===== src/rtl/mem_arb_pkg.sv =====
// Shared types and helpers for the fetch/load-store memory arbiter.
package mem_arb_pkg;

    localparam int unsigned DATA_W = 32;
    localparam int unsigned BYTE_W = 8;
    localparam int unsigned CNT_W  = 3;

    typedef enum logic [1:0] {
        S_IDLE = 2'd0,
        S_RD   = 2'd1,
        S_WR   = 2'd2,
        S_DONE = 2'd3
    } state_t;

    localparam logic [1:0] LEN_BYTE = 2'b00;
    localparam logic [1:0] LEN_HALF = 2'b01;
    localparam logic [1:0] LEN_WORD = 2'b10;

    // Access size code to byte count; the reserved code 11 behaves as a word.
    function automatic logic [CNT_W-1:0] len_bytes(input logic [1:0] len);
        case (len)
            LEN_BYTE: len_bytes = CNT_W'(1);
            LEN_HALF: len_bytes = CNT_W'(2);
            default:  len_bytes = CNT_W'(4);
        endcase
    endfunction

endpackage


===== src/rtl/mem_arb_lane.sv =====
// Load byte assembly: shifts RAM bytes in from the top, right-aligns and extends.
// Sign extension is present only when MEM_ARB_SEXT_EN is defined.
module mem_arb_lane
    import mem_arb_pkg::*;
(
    input  logic              clk,
    input  logic              rst,
    input  logic              capture,
    input  logic              last,
    input  logic [BYTE_W-1:0] din,
    input  logic [CNT_W-1:0]  n,
    input  logic              sgn,
    output logic [DATA_W-1:0] rdata
);

    logic [DATA_W-1:0] shreg;
    logic [DATA_W-1:0] merged;
    logic [DATA_W-1:0] aligned;
    logic [DATA_W-1:0] ext;
    logic [5:0]        shamt;

    // Bytes enter at the top, so after n captures they sit in the upper n lanes.
    always_comb begin
        merged  = {din, shreg[DATA_W-1:BYTE_W]};
        shamt   = {3'(3'd4 - n), 3'b000};
        aligned = merged >> shamt;
        ext     = aligned;
`ifdef MEM_ARB_SEXT_EN
        if (sgn) begin
            case (n)
                CNT_W'(1): ext = {{24{aligned[7]}}, aligned[7:0]};
                CNT_W'(2): ext = {{16{aligned[15]}}, aligned[15:0]};
                default:   ext = aligned;
            endcase
        end
`endif
    end

`ifndef MEM_ARB_SEXT_EN
    logic unused_sgn;
    assign unused_sgn = sgn;
`endif

    always_ff @(posedge clk or posedge rst) begin
        if (rst) begin
            shreg <= '0;
            rdata <= '0;
        end else if (capture) begin
            shreg <= merged;
            if (last) begin
                rdata <= ext;
            end
        end
    end

endmodule


===== src/rtl/mem_arbiter.sv =====
// Single-port byte RAM arbiter: load/store port preempts instruction fetch.
// Define MEM_ARB_SEXT_EN to enable sign-extended byte/half loads.
module mem_arbiter
    import mem_arb_pkg::*;
(
    input  logic              clk,
    input  logic              rst,
    input  logic [DATA_W-1:0] if_addr_i,
    output logic [BYTE_W-1:0] if_data_o,
    output logic              if_pause_o,
    input  logic              mem_req_i,
    input  logic              mem_we_i,
    input  logic [DATA_W-1:0] mem_addr_i,
    input  logic [1:0]        mem_len_i,
    input  logic              mem_signed_i,
    input  logic [DATA_W-1:0] mem_wdata_i,
    output logic [DATA_W-1:0] mem_rdata_o,
    output logic              mem_done_o,
    input  logic [BYTE_W-1:0] ram_din_i,
    output logic [BYTE_W-1:0] ram_dout_o,
    output logic [DATA_W-1:0] ram_a_o,
    output logic              ram_wr_o
);

    state_t             state;
    logic [CNT_W-1:0]   cnt;
    logic [CNT_W-1:0]   n_q;
    logic [DATA_W-1:0]  base_q;
    logic [DATA_W-1:0]  wdata_q;
    logic               sgn_q;
    logic               lane_capture;
    logic               lane_last;

    always_ff @(posedge clk or posedge rst) begin
        if (rst) begin
            state   <= S_IDLE;
            cnt     <= '0;
            n_q     <= '0;
            base_q  <= '0;
            wdata_q <= '0;
            sgn_q   <= 1'b0;
        end else begin
            case (state)
                S_IDLE: begin
                    if (mem_req_i) begin
                        base_q  <= mem_addr_i;
                        wdata_q <= mem_wdata_i;
                        sgn_q   <= mem_signed_i;
                        n_q     <= len_bytes(mem_len_i);
                        cnt     <= '0;
                        state   <= mem_we_i ? S_WR : S_RD;
                    end
                end
                // One extra RD cycle collects the last byte after its address.
                S_RD: begin
                    if (cnt == n_q) begin
                        state <= S_DONE;
                    end else begin
                        cnt <= cnt + CNT_W'(1);
                    end
                end
                S_WR: begin
                    cnt <= cnt + CNT_W'(1);
                    if (cnt == n_q - CNT_W'(1)) begin
                        state <= S_DONE;
                    end
                end
                S_DONE:  state <= S_IDLE;
                default: state <= S_IDLE;
            endcase
        end
    end

    // RAM port steering; memory access takes the port in the cycle it is requested.
    always_comb begin
        ram_a_o    = if_addr_i;
        ram_wr_o   = 1'b0;
        ram_dout_o = '0;
        if_pause_o = 1'b1;
        mem_done_o = 1'b0;
        case (state)
            S_IDLE: begin
                if_pause_o = mem_req_i;
                if (mem_req_i) begin
                    ram_a_o = mem_addr_i;
                end
            end
            S_RD: ram_a_o = base_q + DATA_W'(cnt);
            S_WR: begin
                ram_a_o    = base_q + DATA_W'(cnt);
                ram_wr_o   = 1'b1;
                ram_dout_o = wdata_q[{cnt[1:0], 3'b000} +: BYTE_W];
            end
            S_DONE:  mem_done_o = 1'b1;
            default: mem_done_o = 1'b0;
        endcase
    end

    assign if_data_o    = ram_din_i;
    assign lane_capture = (state == S_RD) && (cnt != '0);
    assign lane_last    = (cnt == n_q);

    mem_arb_lane u_lane (
        .clk     (clk),
        .rst     (rst),
        .capture (lane_capture),
        .last    (lane_last),
        .din     (ram_din_i),
        .n       (n_q),
        .sgn     (sgn_q),
        .rdata   (mem_rdata_o)
    );

endmodule


===== config.mk =====
export PLATFORM = sky130hd
export DESIGN_NAME = mem_arbiter
export DESIGN_NICKNAME = d
export VERILOG_FILES = /design/src/rtl/mem_arb_pkg.sv /design/src/rtl/mem_arb_lane.sv /design/src/rtl/mem_arbiter.sv
export SDC_FILE = /design/constraint.sdc
export NUM_CORES = 1
export LEC_CHECK = 0
export CAP_MARGIN = 0
export CORE_ASPECT_RATIO = 0.5
export CORE_MARGIN = 2
export CORE_UTILIZATION = 45
export CTS_BUF_LIST = sky130_fd_sc_hd__clkbuf_4 sky130_fd_sc_hd__clkbuf_8 sky130_fd_sc_hd__clkbuf_16
export DETAILED_ROUTE_END_ITERATION = 8
export GPL_TIMING_DRIVEN = 0
export PLACE_DENSITY = 0.76
export SYNTH_ARGS = -nofsm -noshare
export SYNTH_HDL_FRONTEND = slang
export SYNTH_SLANG_ARGS = --single-unit

===== constraint.sdc =====
create_clock -name clk -period 5.55 [get_ports clk]
set_input_delay 1.11 -clock clk [delete_from_list [all_inputs] [get_ports clk]]
set_output_delay 1.11 -clock clk [all_outputs]
set_load 0.02 [all_outputs]

==> impl_metrics.csv, run 1 <==
group,metric,value,unit
logic_synthesis,ys_types,52,
worst_setup_path,critPathMaxFanout,10,
logic_synthesis,synth_edf_count,0,
clock_tree,cts-root-buf,"clkbuf_16",
outcome,status,"finished clean",
logic_synthesis,async_flop_share,100,%
floorplan,die_y,92.2,um
floorplan,coreArea,15300,um^2
drt,dr.pass1.iters,6,
final_layout,finalNonFillerCells,1080,
timing,worstMarginPinSlew,0.806,ns
logic_synthesis,syn_nets,775,
clock_tree,tritoncts,"built",
worst_setup_path,critPathKind,"in2out",
worst_setup_path,regToRegStartpoint,"n_q[0]$_DFFE_PP0P_",
hold_path,holdPathEnd,"u_lane.rdata[29]$_DFFE_PP0P_",
drt,via_count,5914,
global_routing,grt_pass1_wl,31.4,mm
timing,grt_setup_unrepaired,"no",
power,peakVddDrop,0.358,mV
worst_setup_path,reg2reg_depth,9,
logic_synthesis,synth_area,7010,um^2
timing,slew_violations,0,
timing,finClkSkew,0.0100,ns
worst_setup_path,cp_cell_sequence,"clkdlybuf4s50_1 > nand2_1 > nor2_1 > clkbuf_1 > a22oi_1 > o21ai_1 > clkdlybuf4s50_1",
hold_path,min-delay-start,"u_lane.rdata[29]$_DFFE_PP0P_",
place,io_buffers,192,
worst_setup_path,endpoint_kind,"output port",
timing,whs,0.481,ns
final_layout,num-nets-final,987,
final_layout,layout-drive-gt1-share,17.4,%
worst_setup_path,cp-start-kind,"primary input",
hold_path,min_delay_path_depth,2,
place,gp_congestion,0.796,
clock_tree,ctsHoldBuffers,0,
drt,drc,0,
place,dp.cells,1049,
worst_setup_path,rrSetupSlack,2.50,ns
worst_setup_path,crit_slowest_cell,"nor2_1",
drt,vias_per_cell,5.48,
worst_setup_path,slowest_delay,0.68,ns
logic_synthesis,synth-seq-cells,128,
global_routing,grt_max_degree,70,
floorplan,pin_count,194,
hold_path,hp-class,"reg2reg",
timing,period_share,94.7,%
logic_synthesis,ys_seq_area_share,45.7,%
floorplan,dieArea,16600,um^2
final_layout,area_delta_synth_final,40.5,%
clock_tree,cts_made_buffers,17,
floorplan,start_util,45.7,%
worst_setup_path,reg2reg_to,"u_lane.rdata[26]$_DFFE_PP0P_",
drt,ant_nets,0,
timing,fmax,190,MHz
clock_tree,cts.sinks,128,
timing,timing.slew.headroom,46.1,%
logic_synthesis,avgSynthCellArea,10.7,um^2
drt,initialDrtViolationCount,393,
job,max_cap_viol_count,0,
logic_synthesis,synthesis.instances,652,
clock_tree,clockBufferDepth,2,
drt,wl,19.3,mm
global_routing,antenna_found_initial,0,
worst_setup_path,crit_top_cell,"clkdlybuf4s50_1",
final_layout,num-fill-cells,1238,
global_routing,grt_usage,24.0,%
floorplan,die_x,180,um
worst_setup_path,worst_ep_arrival_time,4.15,ns
timing,hold_viol_final,0,
clock_tree,cts-resized-gates,0,
floorplan,num_rows,32,
clock_tree,htreeDepth,4,
drt,wire_per_inst,17.9,um
timing,setup_violations,0,
clock_tree,clk_pin_slew,0.06,ns
power,p_per_area,672,nW/um^2
logic_synthesis,yosysWarnings,0,
timing,layout_min_cycle_time,5.26,ns
worst_setup_path,cp-startpoint,"mem_req_i",
global_routing,grt_remaining_overflow,0,
worst_setup_path,required,4.44,ns
power,p_leak,0.00400,uW
clock_tree,clk_latency,0.42,ns
clock_tree,post_cts_buffers,0,
global_routing,grt_pass1_vias,6009,
place,dp_hpwl,14.1,mm
logic_synthesis,ys.flop_type,"dfrtp_1",
final_layout,antenna_cells,0,
## layer usage
layer	up-vias	share of wire, %	GRT usage, %
met3	31	5.8	5.52
met4	0	2.1	8.00
met5	-	0	0
li1	2759	-	-
met1	2923	44	30.7
met2	201	48	40.4
## area by class of cell
cell class                      instances  area, um^2  area share [%]
Inverter                               16        65.1           0.661
Tap cell                              204         255            2.59
Clock buffer                           17         425            4.32
Multi-Input combinational cell        463        3540            35.9
Clock inverter                         14         205            2.08
Timing Repair Buffer                  193        1950            19.8
Sequential cell                       128        3200            32.5
Buffer                                 45         205            2.08
## state kept, by name (all words and copies together), names as in the netlist
signal        count
cnt               3
wdata_q          32
u_lane.shreg     24
base_q           32
u_lane.rdata     32
n_q               3
state             2
## cells by family (layout without fill, tap and decap cells)
kind of cell | after synthesis | after routing | synth area share, %
buffers and inverters | 61 | 285 | 3.78
XOR/XNOR | 34 | 34 | 4.36
multiplexers | 125 | 125 | 20.9
flip-flops | 128 | 128 | 45.7
AO/OA/AOI/OAI | 122 | 122 | 11.2
adder cells (fa/ha/maj) | 12 | 12 | 2.25
AND/OR/NAND/NOR | 170 | 170 | 11.9
## synthesized netlist by cell type, types with 2 or more instances
master | count | area (um^2)
o21ai_1 | 52 | 260
o21ai_0 | 9 | 45.0
a32oi_1 | 3 | 26.3
buf_4 | 8 | 60.1
mux4_2 | 8 | 180
nand3b_1 | 2 | 15.0
nand2_1 | 96 | 360
a21oi_1 | 2 | 10.0
mux2i_1 | 27 | 270
clkinv_1 | 2 | 7.51
nand2b_1 | 6 | 37.5
nor4_1 | 3 | 18.8
and2_1 | 8 | 50.1
ha_1 | 11 | 138
buf_1 | 12 | 45.0
mux2_2 | 89 | 1000
nor2b_1 | 3 | 18.8
o22ai_1 | 8 | 50.1
and3_1 | 7 | 43.8
xor2_1 | 17 | 149
nand3_1 | 23 | 115
inv_1 | 13 | 48.8
buf_2 | 5 | 25.0
xnor2_1 | 16 | 140
nor3_1 | 2 | 10.0
clkbuf_1 | 20 | 75.1
nand4_1 | 8 | 50.1
a22oi_1 | 28 | 210
dfrtp_1 | 128 | 3200
o31ai_1 | 10 | 75.1
a22o_1 | 2 | 17.5
nor2_1 | 4 | 15.0
## critical path, delay by kind of cell
family | cells | cell delay (ns)
buffers and inverters | 3 | 1.81
and+or+nand+nor | 2 | 0.93
AOI/OAI and AO/OA | 2 | 0.29
## cells in the final DEF, fill, tap and decap left out, types with 16 or more instances in the layout
cell / instances
clkdlybuf4s50_1: 192
dfrtp_1: 128
nand2_1: 96
mux2_2: 89
o21ai_1: 52
a22oi_1: 28
mux2i_1: 27
nand3_1: 23
clkbuf_1: 20
xor2_1: 17
clkbuf_16: 17
xnor2_1: 16
## worst max path at each step
| stage | endpoint | slack [ns] | cells after the start |
|---|---|---|---|
| after floorplan | base_q[0]$_DFFE_PP0P_ | 1.03 | 1 |
| after CTS | ram_a_o[23] | 0.32 | 7 |
| final | ram_a_o[23] | 0.29 | 7 |
| after global routing | ram_a_o[5] | 0.11 | 7 |
| after global placement | base_q[22]$_DFFE_PP0P_ | -0.76 | 2 |
| after detailed placement | ram_a_o[5] | 0.32 | 7 |
## report_power, final
group          total, uW  internal [uW]  leakage [uW]  switching, uW
logic               3640           1710       0.00215           1930
clock network       1210            759      0.000307            446
registers           1770           1400       0.00154            370
## per-stage QoR
step           setup TNS [ns]  util, %  worst slack (ns)  power, uW  instance area, um^2
2_1_floorplan               0        -              1.03       4030                 7010
3_3_place_gp           -96.35     59.9            -0.762       5300                 9190
3_5_place_dp                0     60.1             0.323       5400                 9220
4_1_cts                     0     64.2             0.323       6640                 9850
5_1_grt                     0     64.2             0.109       7040                 9850
6_report                    0     64.2             0.294       6620                 9850
No activity file was read; power rests on OpenSTA's default activity.
==> run 2: changes to the inputs <==
--- a/config.mk
+++ b/config.mk
@@ -13,6 +13,7 @@
 export DETAILED_ROUTE_END_ITERATION = 8
 export GPL_TIMING_DRIVEN = 0
 export PLACE_DENSITY = 0.76
+export RECOVER_POWER = 25
 export SYNTH_ARGS = -nofsm -noshare
 export SYNTH_HDL_FRONTEND = slang
 export SYNTH_SLANG_ARGS = --single-unit
==> run 2 against run 1 <==
The run now ends with capacitance limit, slew limit left. Utilization is 0.17 points lower. Total power hardly changed. Sequential power hardly changed. Highest routed layer unchanged.
==> impl_metrics.csv, run 2 (same netlist as run 1, synthesis figures left out) <==
group,metric,value,unit
outcome,status,"finished with violations",
outcome,violations,"capacitance limit, slew limit",
final_layout,reg_top3,"base_q x32, u_lane.rdata x32, wdata_q x32",
global_routing,grt_usage,24.0,%
drt,ant_nets,0,
place,dp_hpwl,14.1,mm
worst_setup_path,cp-start-kind,"primary input",
worst_setup_path,reg2reg_depth,9,
timing,timing.slew.headroom,-69.4,%
place,preCtsSetupSlack,0.323,ns
global_routing,grt_max_degree,70,
hold_path,holdPathEnd,"u_lane.rdata[29]$_DFFE_PP0P_",
power,p_per_area,674,nW/um^2
worst_setup_path,endpoint_kind,"output port",
timing,setup_ws,0.250,ns
timing,worstMarginPinSlew,2.53,ns
global_routing,grt_pass1_wl,31.4,mm
clock_tree,cts-resized-gates,0,
final_layout,register_area,3200,um^2
final_layout,final_area,9820,um^2
worst_setup_path,required,4.44,ns
timing,final.setup.tns,0,ns
clock_tree,htreeDepth,4,
timing,layout_min_cycle_time,5.30,ns
floorplan,coreArea,15300,um^2
hold_path,hp-class,"reg2reg",
clock_tree,clockBufferDepth,2,
clock_tree,cts.sinks,128,
place,io_buffers,192,
global_routing,met3_usage,5.52,%
floorplan,dieArea,16600,um^2
clock_tree,tritoncts,"built",
worst_setup_path,rrSetupSlack,2.51,ns
global_routing,antenna_found_initial,0,
job,max_cap_viol_count,2,
final_layout,antenna_cells,0,
timing,setup_violations,0,
drt,initialDrtViolationCount,390,
power,p_leak,0.00399,uW
hold_path,min_delay_path_depth,2,
drt,wl,19.2,mm
floorplan,num_rows,32,
worst_setup_path,crit_top_cell,"clkdlybuf4s50_1",
worst_setup_path,cp_cell_sequence,"clkdlybuf4s50_1 > nand2_1 > nor2_1 > clkbuf_1 > a22oi_1 > o21ai_1 > clkdlybuf4s50_1",
place,place_area,9220,um^2
floorplan,die_x,180,um
global_routing,grt_remaining_overflow,0,
worst_setup_path,critPathMaxFanout,10,
clock_tree,cts-root-buf,"clkbuf_16",
timing,whs,0.480,ns
worst_setup_path,regToRegStartpoint,"n_q[0]$_DFFE_PP0P_",
clock_tree,clk_latency,0.42,ns
floorplan,die_y,92.2,um
place,gp_congestion,0.796,
global_routing,use_met2,40.4,%
final_layout,multi_input_area,3540,um^2
worst_setup_path,crit_slowest_cell,"nor2_1",
clock_tree,clk_pin_slew,0.06,ns
clock_tree,ctsHoldBuffers,0,
timing,hold_viol_final,0,
timing,finClkSkew,0.0106,ns
final_layout,num-nets-final,987,
drt,via_count,5909,
timing,fmax,189,MHz
drt,wire_per_inst,17.8,um
worst_setup_path,reg2reg_to,"u_lane.rdata[26]$_DFFE_PP0P_",
global_routing,grt_pass1_vias,6009,
drt,vias_per_cell,5.47,
timing,grt_setup_unrepaired,"no",
final_layout,area_delta_synth_final,40.2,%
final_layout,layout-drive-gt1-share,17.4,%
hold_path,min-delay-start,"u_lane.rdata[29]$_DFFE_PP0P_",
timing,period_share,95.5,%
drt,dr.pass1.iters,5,
final_layout,num-fill-cells,1241,
global_routing,grt_util_met1,30.7,%
worst_setup_path,worst_ep_arrival_time,4.19,ns
floorplan,start_util,45.7,%
clock_tree,cts_made_buffers,17,
timing,slew_violations,131,
power,fin_total_pwr,6620,uW
final_layout,layout_commonest_cell,"clkdlybuf4s50_1",
global_routing,grt.busiest_layer,"met2",
worst_setup_path,critPathKind,"in2out",
power,peakVddDrop,0.358,mV
clock_tree,post_cts_buffers,0,
final_layout,layout_common_cells,"191 x clkdlybuf4s50_1, 128 x dfrtp_1, 96 x nand2_1, 89 x mux2_2, 52 x o21ai_1",
drt,drc,0,
worst_setup_path,slowest_delay,0.72,ns
floorplan,pin_count,194,
==> run 2: changes by cell type in the layout (fill, tap and decap cells not counted) <==
cell,previous run,this run
buf_16,1,0
clkbuf_2,0,1
clkdlybuf4s50_1,192,191
clkinvlp_2,0,1
dlygate4sd3_1,0,1
inv_6,5,4
==> run 2: final cells by class <==
| type | instances | area share (%) |
|---|---|---|
| clock buffer | 17 | 4.33 |
| multi-input combinational | 463 | 36.0 |
| inverter | 16 | 0.624 |
| tap | 204 | 2.60 |
| timing repair buffer | 193 | 19.6 |
| clock inverter | 14 | 2.09 |
| sequential | 128 | 32.6 |
| buffer | 45 | 2.09 |
==> run 2: worst max path at each step <==
stage,from,to,slack [ns]
after floorplan,rst,base_q[0]$_DFFE_PP0P_,1.03
after global placement,rst,base_q[22]$_DFFE_PP0P_,-0.76
after detailed placement,mem_req_i,ram_a_o[5],0.32
after CTS,mem_req_i,ram_a_o[23],0.32
after global routing,mem_req_i,ram_a_o[5],0.11
final,mem_req_i,ram_a_o[30],0.25
==> run 2: metrics by stage <==
stage / std cells / util (%)
after floorplan: 652 / -
after global placement: 1048 / 59.9
after detailed placement: 1049 / 60.1
after CTS: 1080 / 64.2
after global routing: 1080 / 64.1
final: 1080 / 64.1
==> run 2: metal layers <==
metal  wire length (um)  vias to the layer above
met4                395                        0
li1                   -                     2765
met1               8530                     2913
met5                  0                        -
met2               9310                      201
met3               1020                       30
==> run 2: worst max-delay path: cells and delay by family <==
kind	cells	cell delay (ns)
AND/OR/NAND/NOR	2	0.97
AO/OA/AOI/OAI	2	0.32
buffers and inverters	3	1.78
==> run 2: where the power goes <==
part / leakage (uW) / total, uW / internal (uW) / switching, uW
Clock: 0.000307 / 1200 / 759 / 445
Combinational: 0.00214 / 3640 / 1710 / 1920
Sequential: 0.00154 / 1770 / 1410 / 370
Total: 0.00399 / 6620 / 3880 / 2740
==> run 3: changes to the inputs <==
--- a/config.mk
+++ b/config.mk
@@ -5,7 +5,7 @@
 export SDC_FILE = /design/constraint.sdc
 export NUM_CORES = 1
 export LEC_CHECK = 0
-export CAP_MARGIN = 0
+export ABC_CLOCK_PERIOD_IN_PS = 5550
 export CORE_ASPECT_RATIO = 0.5
 export CORE_MARGIN = 2
 export CORE_UTILIZATION = 45
==> results of run 3 <==
The final DEF is identical to that of run 2; final timing and power are the same.
